--- src/rtl/count_seq_pkg.sv ---
// Shared types for the count sequencer: FSM state encoding and sequence mode codes.
package count_seq_pkg;

  typedef enum logic [1:0] {
    IDLE = 2'd0,
    LOAD = 2'd1,
    RUN  = 2'd2
  } state_t;

  localparam logic [1:0] MODE_UP_ONCE   = 2'b00;
  localparam logic [1:0] MODE_DOWN_ONCE = 2'b01;
  localparam logic [1:0] MODE_UP_RELOAD = 2'b10;
  localparam logic [1:0] MODE_PING_PONG = 2'b11;

  function automatic logic mode_counts_up(input logic [1:0] m);
    return m != MODE_DOWN_ONCE;
  endfunction

endpackage

--- src/rtl/count_core.sv ---
// Counter register for the sequencer: synchronous load, enabled up/down step,
// and zero / terminal-value flags on the current count.
module count_core #(
  parameter int N = 8
) (
  input  logic         clk,
  input  logic         rst,
  input  logic         load,
  input  logic [N-1:0] load_val,
  input  logic         en,
  input  logic         up,
  input  logic [N-1:0] limit,
  output logic [N-1:0] count,
  output logic         at_zero,
  output logic         at_limit
);

  logic [N-1:0] count_reg;
  logic [N-1:0] count_next;

  // Load takes priority over stepping; steps wrap modulo 2^N.
  always_comb begin
    count_next = count_reg;
    if (load) begin
      count_next = load_val;
    end else if (en) begin
      count_next = up ? count_reg + 1'b1 : count_reg - 1'b1;
    end
  end

  always_ff @(posedge clk or posedge rst) begin
    if (rst) begin
      count_reg <= '0;
    end else begin
      count_reg <= count_next;
    end
  end

  assign count    = count_reg;
  assign at_zero  = (count_reg == '0);
  assign at_limit = (count_reg == limit);

endmodule

--- src/rtl/count_sequencer.sv ---
// Sequenced up/down counter with one-shot, auto-reload and ping-pong modes.
// Define COUNT_SEQ_PRESCALE_EN to add the prescale port and tick divider.
module count_sequencer
  import count_seq_pkg::*;
#(
  parameter int N     = 8,
  parameter int PRE_W = 4
) (
  input  logic             clk,
  input  logic             rst,
  input  logic             start,
  input  logic             stop,
  input  logic [1:0]       mode,
  input  logic [N-1:0]     limit,
`ifdef COUNT_SEQ_PRESCALE_EN
  input  logic [PRE_W-1:0] prescale,
`endif
  output logic [N-1:0]     count,
  output logic             dir,
  output logic             busy,
  output logic             done,
  output logic             wrap
);

  state_t       state_reg, state_next;
  logic [1:0]   mode_reg, mode_next;
  logic [N-1:0] limit_reg, limit_next;
  logic         dir_reg, dir_next;
  logic         busy_reg, busy_next;
  logic         done_reg, done_next;
  logic         wrap_reg, wrap_next;

  logic         tick;
  logic         accept;
  logic         core_load;
  logic [N-1:0] core_load_val;
  logic         core_en;
  logic         core_up;
  logic         at_zero;
  logic         at_limit;

  assign accept = (state_reg == IDLE) && start && !stop;

`ifdef COUNT_SEQ_PRESCALE_EN
  logic [PRE_W-1:0] prescale_reg;
  logic [PRE_W-1:0] pre_cnt_reg;

  // The first RUN cycle after LOAD ticks, then one tick per prescale+1 cycles.
  always_ff @(posedge clk or posedge rst) begin
    if (rst) begin
      prescale_reg <= '0;
      pre_cnt_reg  <= '0;
    end else begin
      if (accept) begin
        prescale_reg <= prescale;
      end
      if (state_reg == LOAD) begin
        pre_cnt_reg <= '0;
      end else if (state_reg == RUN) begin
        pre_cnt_reg <= (pre_cnt_reg == prescale_reg) ? '0 : pre_cnt_reg + 1'b1;
      end
    end
  end

  assign tick = (pre_cnt_reg == '0);
`else
  assign tick = 1'b1;
`endif

  always_ff @(posedge clk or posedge rst) begin
    if (rst) begin
      state_reg <= IDLE;
      mode_reg  <= '0;
      limit_reg <= '0;
      dir_reg   <= 1'b1;
      busy_reg  <= 1'b0;
      done_reg  <= 1'b0;
      wrap_reg  <= 1'b0;
    end else begin
      state_reg <= state_next;
      mode_reg  <= mode_next;
      limit_reg <= limit_next;
      dir_reg   <= dir_next;
      busy_reg  <= busy_next;
      done_reg  <= done_next;
      wrap_reg  <= wrap_next;
    end
  end

  always_comb begin
    state_next    = state_reg;
    mode_next     = mode_reg;
    limit_next    = limit_reg;
    dir_next      = dir_reg;
    busy_next     = busy_reg;
    done_next     = 1'b0;
    wrap_next     = 1'b0;
    core_load     = 1'b0;
    core_load_val = '0;
    core_en       = 1'b0;
    core_up       = dir_reg;

    case (state_reg)
      IDLE: begin
        busy_next = 1'b0;
        if (accept) begin
          mode_next  = mode;
          limit_next = limit;
          state_next = LOAD;
        end
      end

      LOAD: begin
        if (stop) begin
          busy_next  = 1'b0;
          state_next = IDLE;
        end else begin
          core_load     = 1'b1;
          core_load_val = mode_counts_up(mode_reg) ? '0 : limit_reg;
          dir_next      = mode_counts_up(mode_reg);
          busy_next     = 1'b1;
          state_next    = RUN;
        end
      end

      RUN: begin
        if (stop) begin
          busy_next  = 1'b0;
          state_next = IDLE;
        end else if (tick) begin
          case (mode_reg)
            MODE_UP_ONCE, MODE_DOWN_ONCE: begin
              if ((mode_reg == MODE_UP_ONCE) ? at_limit : at_zero) begin
                done_next  = 1'b1;
                busy_next  = 1'b0;
                state_next = IDLE;
              end else begin
                core_en = 1'b1;
              end
            end
            MODE_UP_RELOAD: begin
              if (at_limit) begin
                core_load = 1'b1;
                wrap_next = 1'b1;
              end else begin
                core_en = 1'b1;
              end
            end
            default: begin
              // Ping-pong: a zero limit has no room to move, so only reverse.
              if (limit_reg == '0) begin
                dir_next  = !dir_reg;
                wrap_next = 1'b1;
              end else if (dir_reg && at_limit) begin
                dir_next  = 1'b0;
                core_up   = 1'b0;
                core_en   = 1'b1;
                wrap_next = 1'b1;
              end else if (!dir_reg && at_zero) begin
                dir_next  = 1'b1;
                core_up   = 1'b1;
                core_en   = 1'b1;
                wrap_next = 1'b1;
              end else begin
                core_en = 1'b1;
              end
            end
          endcase
        end
      end

      default: begin
        busy_next  = 1'b0;
        state_next = IDLE;
      end
    endcase
  end

  count_core #(.N(N)) u_core (
    .clk      (clk),
    .rst      (rst),
    .load     (core_load),
    .load_val (core_load_val),
    .en       (core_en),
    .up       (core_up),
    .limit    (limit_reg),
    .count    (count),
    .at_zero  (at_zero),
    .at_limit (at_limit)
  );

  assign dir  = dir_reg;
  assign busy = busy_reg;
  assign done = done_reg;
  assign wrap = wrap_reg;

endmodule

--- config.mk ---
export PLATFORM = sky130hd
export DESIGN_NAME = count_sequencer
export DESIGN_NICKNAME = d
export VERILOG_FILES = /design/src/rtl/count_seq_pkg.sv /design/src/rtl/count_core.sv /design/src/rtl/count_sequencer.sv
export SDC_FILE = /design/constraint.sdc
export NUM_CORES = 1
export LEC_CHECK = 0
export BUFFER_PORTS_ARGS = -buffer_cell sky130_fd_sc_hd__clkbuf_2
export CORE_UTILIZATION = 51
export CTS_BUF_LIST = sky130_fd_sc_hd__clkbuf_16
export DETAILED_ROUTE_END_ITERATION = 12
export MAX_ROUTING_LAYER = met4
export PLACE_DENSITY = 0.73
export SYNTH_ARGS = -nofsm -noshare
export SYNTH_HDL_FRONTEND = slang
export SYNTH_HIERARCHICAL = 1
export SYNTH_SLANG_ARGS = --single-unit
--- constraint.sdc ---
create_clock -name clk -period 3.43 [get_ports clk]
set_input_delay 0.1715 -clock clk [delete_from_list [all_inputs] [get_ports clk]]
set_output_delay 0.1715 -clock clk [all_outputs]
set_load 0.02 [all_outputs]
==> results of run 1 <==
==> power by group <==
| part | internal (mW) | total (mW) | switching [mW] | leakage [nW] |
|---|---|---|---|---|
| logic | 0.709 | 1.42 | 0.710 | 0.612 |
| registers | 0.411 | 0.559 | 0.148 | 0.298 |
| clock network | 0.155 | 0.245 | 0.0901 | 0.0385 |
==> stage by stage <==
stage               instances  utilization, %  hold slack (ns)  setup TNS (ns)
finish                    259            69.0            0.148               0
global route              259            69.0            0.149         -0.0890
CTS                       256            64.9            0.149               0
detailed placement        251            62.1            0.161               0
global placement          251            62.1            0.138               0
floorplan                 178               -          -0.0128               0
==> cells in the mapped netlist, drive strengths merged (2+ instances only) <==
| cell type | count |
|---|---|
| a211oi | 4 |
| xnor2 | 10 |
| clkbuf | 3 |
| inv | 10 |
| buf | 2 |
| nand4 | 3 |
| or4 | 2 |
| nand2b | 4 |
| o21bai | 2 |
| nor4 | 3 |
| mux2 | 15 |
| o22ai | 2 |
| nand3b | 2 |
| nor2 | 3 |
| mux2i | 3 |
| nor4b | 2 |
| a21oi | 8 |
| ha | 10 |
| o21ai | 18 |
| nor2b | 3 |
| dfrtp | 23 |
| nor3 | 2 |
| and2 | 10 |
| nand2 | 13 |
| a21o | 3 |
| and4b | 2 |
| or3 | 3 |
==> critical path, cell delays in order, from the launching register on <==
cell	delay (ns)
sky130_fd_sc_hd__dfrtp_1	0.38
sky130_fd_sc_hd__or4_4	0.53
sky130_fd_sc_hd__nor2_2	0.13
sky130_fd_sc_hd__nand2b_1	0.10
sky130_fd_sc_hd__o21ai_2	0.08
sky130_fd_sc_hd__mux2_4	0.21
sky130_fd_sc_hd__clkinvlp_4	0.27
sky130_fd_sc_hd__ha_4	0.43
sky130_fd_sc_hd__nand2_8	0.05
sky130_fd_sc_hd__or3_4	0.38
sky130_fd_sc_hd__and4_4	0.19
sky130_fd_sc_hd__o31a_1	0.29
sky130_fd_sc_hd__o31ai_1	0.19
==> layer usage <==
metal	vias up	part of all wire [%]	GRT usage (%)	wire length (µm)
met4	0	0.79	5.19	33
li1	718	-	-	-
met5	-	0	-	0
met2	52	47	36.3	1970
met3	4	4.8	3.62	202
met1	717	47	34.1	1970
==> what timing repair did <==
item | 4_1_cts | 5_1_grt
endpoints found under the hold margin | 23 | 0
endpoints found under the setup margin | 0 | 3
hold buffers | 1 | 0
gates resized for setup | 0 | 22
buffers inserted | 0 | 3
==> logic make-up after synthesis <==
logic type                 share of synthesized area (%)
xor gates and xnor gates                            5.01
buffers and inverters                               4.80
and+or+nand+nor                                     20.5
muxes                                               11.6
AOI/OAI and AO/OA                                   15.4
DFF                                                 34.4
adders and majority gates                           8.30
==> area by class of cell <==
class                   instances  area (µm²)  share of cell area (%)
repair buffers                 39         233                    10.7
flip-flops and latches         24         603                    27.7
well taps                      44        55.1                    2.53
clock inverters                 1        3.75                   0.172
multi-input cells             138        1170                    53.6
clock buffers                   3        75.1                    3.45
inverters                      10        41.3                    1.90
==> final timing paths <==
kind / endpoint / start / slack, ns / cells after the start
worst max-delay path: u_core/count[7] / u_core/count[7] / 0.11 / 12
worst min-delay path: limit_reg[7] / limit[7] / 0.15 / 2
worst max register to register: u_core/count[7] / u_core/count[7] / 0.11 / 12
worst min register to register: busy / busy / 0.51 / 1
max in group asynchronous: limit_reg[1] / rst / 2.50 / 3
min in group asynchronous: u_core/count[6] / rst / 0.44 / 3
==> parameters.txt, run 1 <==
Parameter                              Value

Logic synthesis
  Library cell occupying the most area in the post-synthesis netlist    sky130_fd_sc_hd__dfrtp_1
  Avg Cell Area, Syn    9.82 µm²
  Gate Count Post-Synth    178
  Area fraction of the dominant cell type after synthesis    32.9%
  Number of enable flip-flop cells after synthesis    0
  Post-synthesis instance area    between 1500 and 2000 µm²
  Share of synthesized area occupied by flip-flops and latches    34.4%
  Number of different library cells in the post-synthesis netlist    48
  Yosys warns    6
  Net count after synthesis    203
  Top cells by area, synth    sky130_fd_sc_hd__dfrtp_1, sky130_fd_sc_hd__mux2_2, sky130_fd_sc_hd__ha_1
  Post-synthesis sequential element count    24
  Fraction of registers with async set or reset after synthesis    100%
  Main synth FF type    sky130_fd_sc_hd__dfrtp_1

Clocking
  Count of clock tree sinks    24
  Post-CTS clock slew at the launch and capture registers of the worst setup and hold paths    roughly 0.06 ns
  Clock Tree Root    sky130_fd_sc_hd__clkbuf_16
  Number of buffers created by CTS    3
  Clock latency at the later pin of the worst-skew pair    0.25 ns
  Maximum level of the CTS H-tree    1
  Clock tree from TritonCTS    built
  Deepest clock path buffer count    2

Global routing
  Vias in the first global route    1,324
  Largest net degree at the start of global routing    19
  Number of antenna violations at the first check in global routing    0
  First-pass GRT wire length    about 6300 µm
  Global Route Usage Sum    24.0%
  Global route total overflow    0

Routing
  Number of DRC violations after detailed routing    0
  Average wire length per cell after detail routing    16.1 µm
  Via/cell ratio    5.76
  Number of vias in the routed layout    1,491
  Drt first-iter violations    126
  First-pass detailed-route iteration total    4
  Routed wire length    4170 µm
  ANT nets after route    0

Finish
  Antenna cells    0
  Total of fill cells in the finished design    roughly 260
  Most frequent standard cell in the layout excluding fill and tap cells    sky130_fd_sc_hd__clkbuf_2
  Share of post-route cells with drive strength above 1    37.7%
  Fin area    2180 µm²
  Area growth from synthesis to layout    24.6%
  Top library cells by usage in the layout, fill and taps aside    sky130_fd_sc_hd__clkbuf_2, sky130_fd_sc_hd__dfrtp_1, sky130_fd_sc_hd__o21ai_0
  Post-layout nets    roughly 240

Timing
  Slew Limit Headroom    59.0%
  Crit share post-route    96.8%
  Fin. max-slew vios    0
  FMAX    approximately 300 MHz
  Worst setup margin    around 0.11 ns
  Setup-failing EPs final    0
  Final Hold Fails    0
  Post-route minimum period    between 3 and 4 ns
  Actual slew at the worst max-slew pin    0.614 ns
  Post-route clock skew    0.00517 ns

Pwr
  Worst supply voltage drop on vdd    roughly 0.54 mV
  PD cells    between 1000 and 1500 nW/µm²
  Leakage    0.949 nW
  Pwr Total    approximately 2.2 mW

Critical path
  Kind of start point of the critical path    flip-flop
  Worst-path fanout max    7
  Crit path capture type    flip-flop
  Crit path arrival time    3.48 ns
  Crit Path Class    reg2reg
  Required time of the critical path    3.59 ns

Place
  Detailed Place HPWL    3070 µm
  Final RePlAce weighted congestion    0.898
  Count of input and output buffers    25
  Post-place setup slack    0.0343 ns
  Area after DPL    1960 µm²

Floorplan
  FP Rows    20
  DIE WIDTH    between 60 and 70 µm
  Effective utilization at floorplan    55.4%
  Die footprint    3670 µm²
  Placeable core region    3150 µm²
  Top-level I/O count    26
  Die Ht    slightly above 60 µm

Job
  Max-cap check violation count    0

Outcome
  Result of the run    finished clean

Hold path
  Class of the tightest hold or removal check    in2reg
Power figures use the tool's default switching activity.
==> run 2: changes to the inputs <==
--- a/config.mk
+++ b/config.mk
@@ -6,7 +6,9 @@
 export NUM_CORES = 1
 export LEC_CHECK = 0
 export BUFFER_PORTS_ARGS = -buffer_cell sky130_fd_sc_hd__clkbuf_2
-export CORE_UTILIZATION = 51
+export CELL_PAD_IN_SITES_DETAIL_PLACEMENT = 2
+export CELL_PAD_IN_SITES_GLOBAL_PLACEMENT = 2
+export CORE_UTILIZATION = 32
 export CTS_BUF_LIST = sky130_fd_sc_hd__clkbuf_16
 export DETAILED_ROUTE_END_ITERATION = 12
 export MAX_ROUTING_LAYER = met4
==> run 2 against run 1 <==
  * Sequential share of layout area fell by 1.3 points
  * Count of clock-buffer cells in the layout did not move
  * Register-to-register slack improved by 0.07 ns
  * Non-clock buffer count rose by 3
  * Highest routed layer unchanged
  * Largest power group unchanged
  * Die area rose by 57%
  * Combinational power rose by 4%
==> parameters.txt, run 2 (synthesized netlist as in run 1, its figures left out) <==
Parameter                              Value

Place
  Area after DPL    about 2000 µm²
  Final RePlAce weighted congestion    0.818
  Detailed Place HPWL    4390 µm
  Count of input and output buffers    25
  Post-place setup slack    -0.120 ns

Routing
  Met2 WL post-DR    3130 µm
  First-pass detailed-route iteration total    4
  Average wire length per cell after detail routing    approximately 20 µm
  Number of vias in the routed layout    1,546
  Routed wire length    ~5700 µm
  Wire length on met1    between 2000 and 2500 µm
  Drt first-iter violations    44
  Highest metal used    met4
  ANT nets after route    0
  Number of DRC violations after detailed routing    0
  DR WL met3    approximately 100 µm
  Via/cell ratio    5.37

Floorplan
  FP Rows    26
  Die footprint    5760 µm²
  DIE WIDTH    about 76 µm
  Die Ht    75.9 µm
  Placeable core region    5170 µm²
  Effective utilization at floorplan    33.8%
  Top-level I/O count    26

Finish
  Post-layout nets    ~240
  Area growth from synthesis to layout    30.2%
  Total of fill cells in the finished design    550
  Area of the multi-input gates    1170 µm²
  Top library cells by usage in the layout, fill and taps aside    sky130_fd_sc_hd__clkbuf_2, sky130_fd_sc_hd__dfrtp_1, sky130_fd_sc_hd__o21ai_0, sky130_fd_sc_hd__buf_4, sky130_fd_sc_hd__mux2_2
  Antenna cells    0
  Share of post-route cells with drive strength above 1    39.4%
  Fin area    2280 µm²
  Register Area    602 µm²
  Most frequent standard cell in the layout excluding fill and tap cells    sky130_fd_sc_hd__clkbuf_2

Critical path
  Worst-path fanout max    7
  Number of buffers and inverters on the critical path    2
  Required time of the critical path    between 3 and 4 ns
  Worst stage delay on the critical path    0.48 ns
  Kind of start point of the critical path    flip-flop
  Critical Path Slowest Stage Cell    sky130_fd_sc_hd__dfrtp_1
  Cells along the critical path    or4_4 > nor2_4 > nand2b_1 > o21ai_2 > mux2_4 > clkinvlp_4 > buf_12 > ha_4 > a211oi_2 > or3_4 > and4_4 > nor4_1 > o31ai_2
  Crit Path Class    reg2reg
  Crit path capture type    flip-flop
  Reg2reg setup slack    0.18 ns
  Crit path arrival time    3.38 ns
  Kind of cell with the highest combined delay on the critical path    simple AND/OR/NAND/NOR gates

Global routing
  Number of antenna violations at the first check in global routing    0
  Largest net degree at the start of global routing    17
  Global Route Usage Sum    21.7%
  Global route total overflow    0
  Vias in the first global route    1,730
  First-pass GRT wire length    9360 µm

Pwr
  Worst supply voltage drop on vdd    0.564 mV
  PD cells    1050 nW/µm²
  Leakage    0.984 nW

Timing
  Actual slew at the worst max-slew pin    0.828 ns
  Post-route minimum period    3.25 ns
  FMAX    308 MHz
  Setup-failing EPs final    0
  Fin. max-slew vios    0
  Crit share post-route    94.7%
  Final Hold Fails    0
  Post-route clock skew    ~0.0029 ns
  Slew Limit Headroom    approximately 45%
  Worst setup margin    around 0.18 ns

Hold path
  Class of the tightest hold or removal check    in2reg

Outcome
  Result of the run    finished clean

Clocking
  Maximum level of the CTS H-tree    1
  Clock latency at the later pin of the worst-skew pair    0.26 ns
  Deepest clock path buffer count    2
  Clock tree from TritonCTS    built
  Post-CTS clock slew at the launch and capture registers of the worst setup and hold paths    roughly 0.06 ns
  Number of buffers created by CTS    3
  Count of clock tree sinks    24
  Clock Tree Root    sky130_fd_sc_hd__clkbuf_16

Job
  Max-cap check violation count    0
-- run 2: final cells by class --
type	instances	area share [%]
repair buffers	42	11.8
flip-flops and latches	24	26.4
clock inverters	1	1.32
well taps	70	3.85
clock buffers	3	3.30
multi-input cells	138	51.5
inverters	10	1.81
-- run 2: worst paths after layout --
path | to | from | depth (start not counted)
max in group asynchronous | state_reg[0] | rst | 3
hold / removal | limit_reg[3] | limit[3] | 2
hold reg to reg | busy | busy | 1
min in group asynchronous | u_core/count[0] | rst | 3
setup reg to reg | u_core/count[7] | u_core/count[4] | 13
setup / recovery | u_core/count[7] | u_core/count[4] | 13
-- run 2: metrics by stage --
step           power (mW)  hold slack (ns)  setup TNS (ns)  std cells  util, %
2_1_floorplan        1.41          -0.0128               0        178        -
3_3_place_gp         1.68            0.120               0        278     38.6
3_5_place_dp         1.78            0.134          -0.209        278     38.6
4_1_cts              2.25            0.140         -0.0942        286     42.2
5_1_grt              2.56            0.146         -0.0100        288     44.0
6_report             2.39            0.140               0        288     44.0
-- run 2: what timing repair did --
item | in CTS | in global routing
pin swaps | 1 | 6
setup buffers | 3 | 2
endpoints found under the setup margin | 3 | 5
hold buffers | 1 | 0
gates cloned | 0 | 0
hold endpoints to repair | 8 | 0
gates resized for setup | 8 | 14
-- run 2: routing by layer --
| layer | vias up | GRT usage, % |
|---|---|---|
| met5 | - | - |
| met4 | 0 | 7.31 |
| met3 | 10 | 2.17 |
| met2 | 24 | 40.4 |
| met1 | 793 | 24.0 |
| li1 | 719 | - |
-- run 2: power breakdown --
| group | switching, mW | total, mW | internal [mW] |
|---|---|---|---|
| clock | 0.103 | 0.335 | 0.232 |
| sequential | 0.165 | 0.575 | 0.410 |
| combinational | 0.749 | 1.48 | 0.733 |
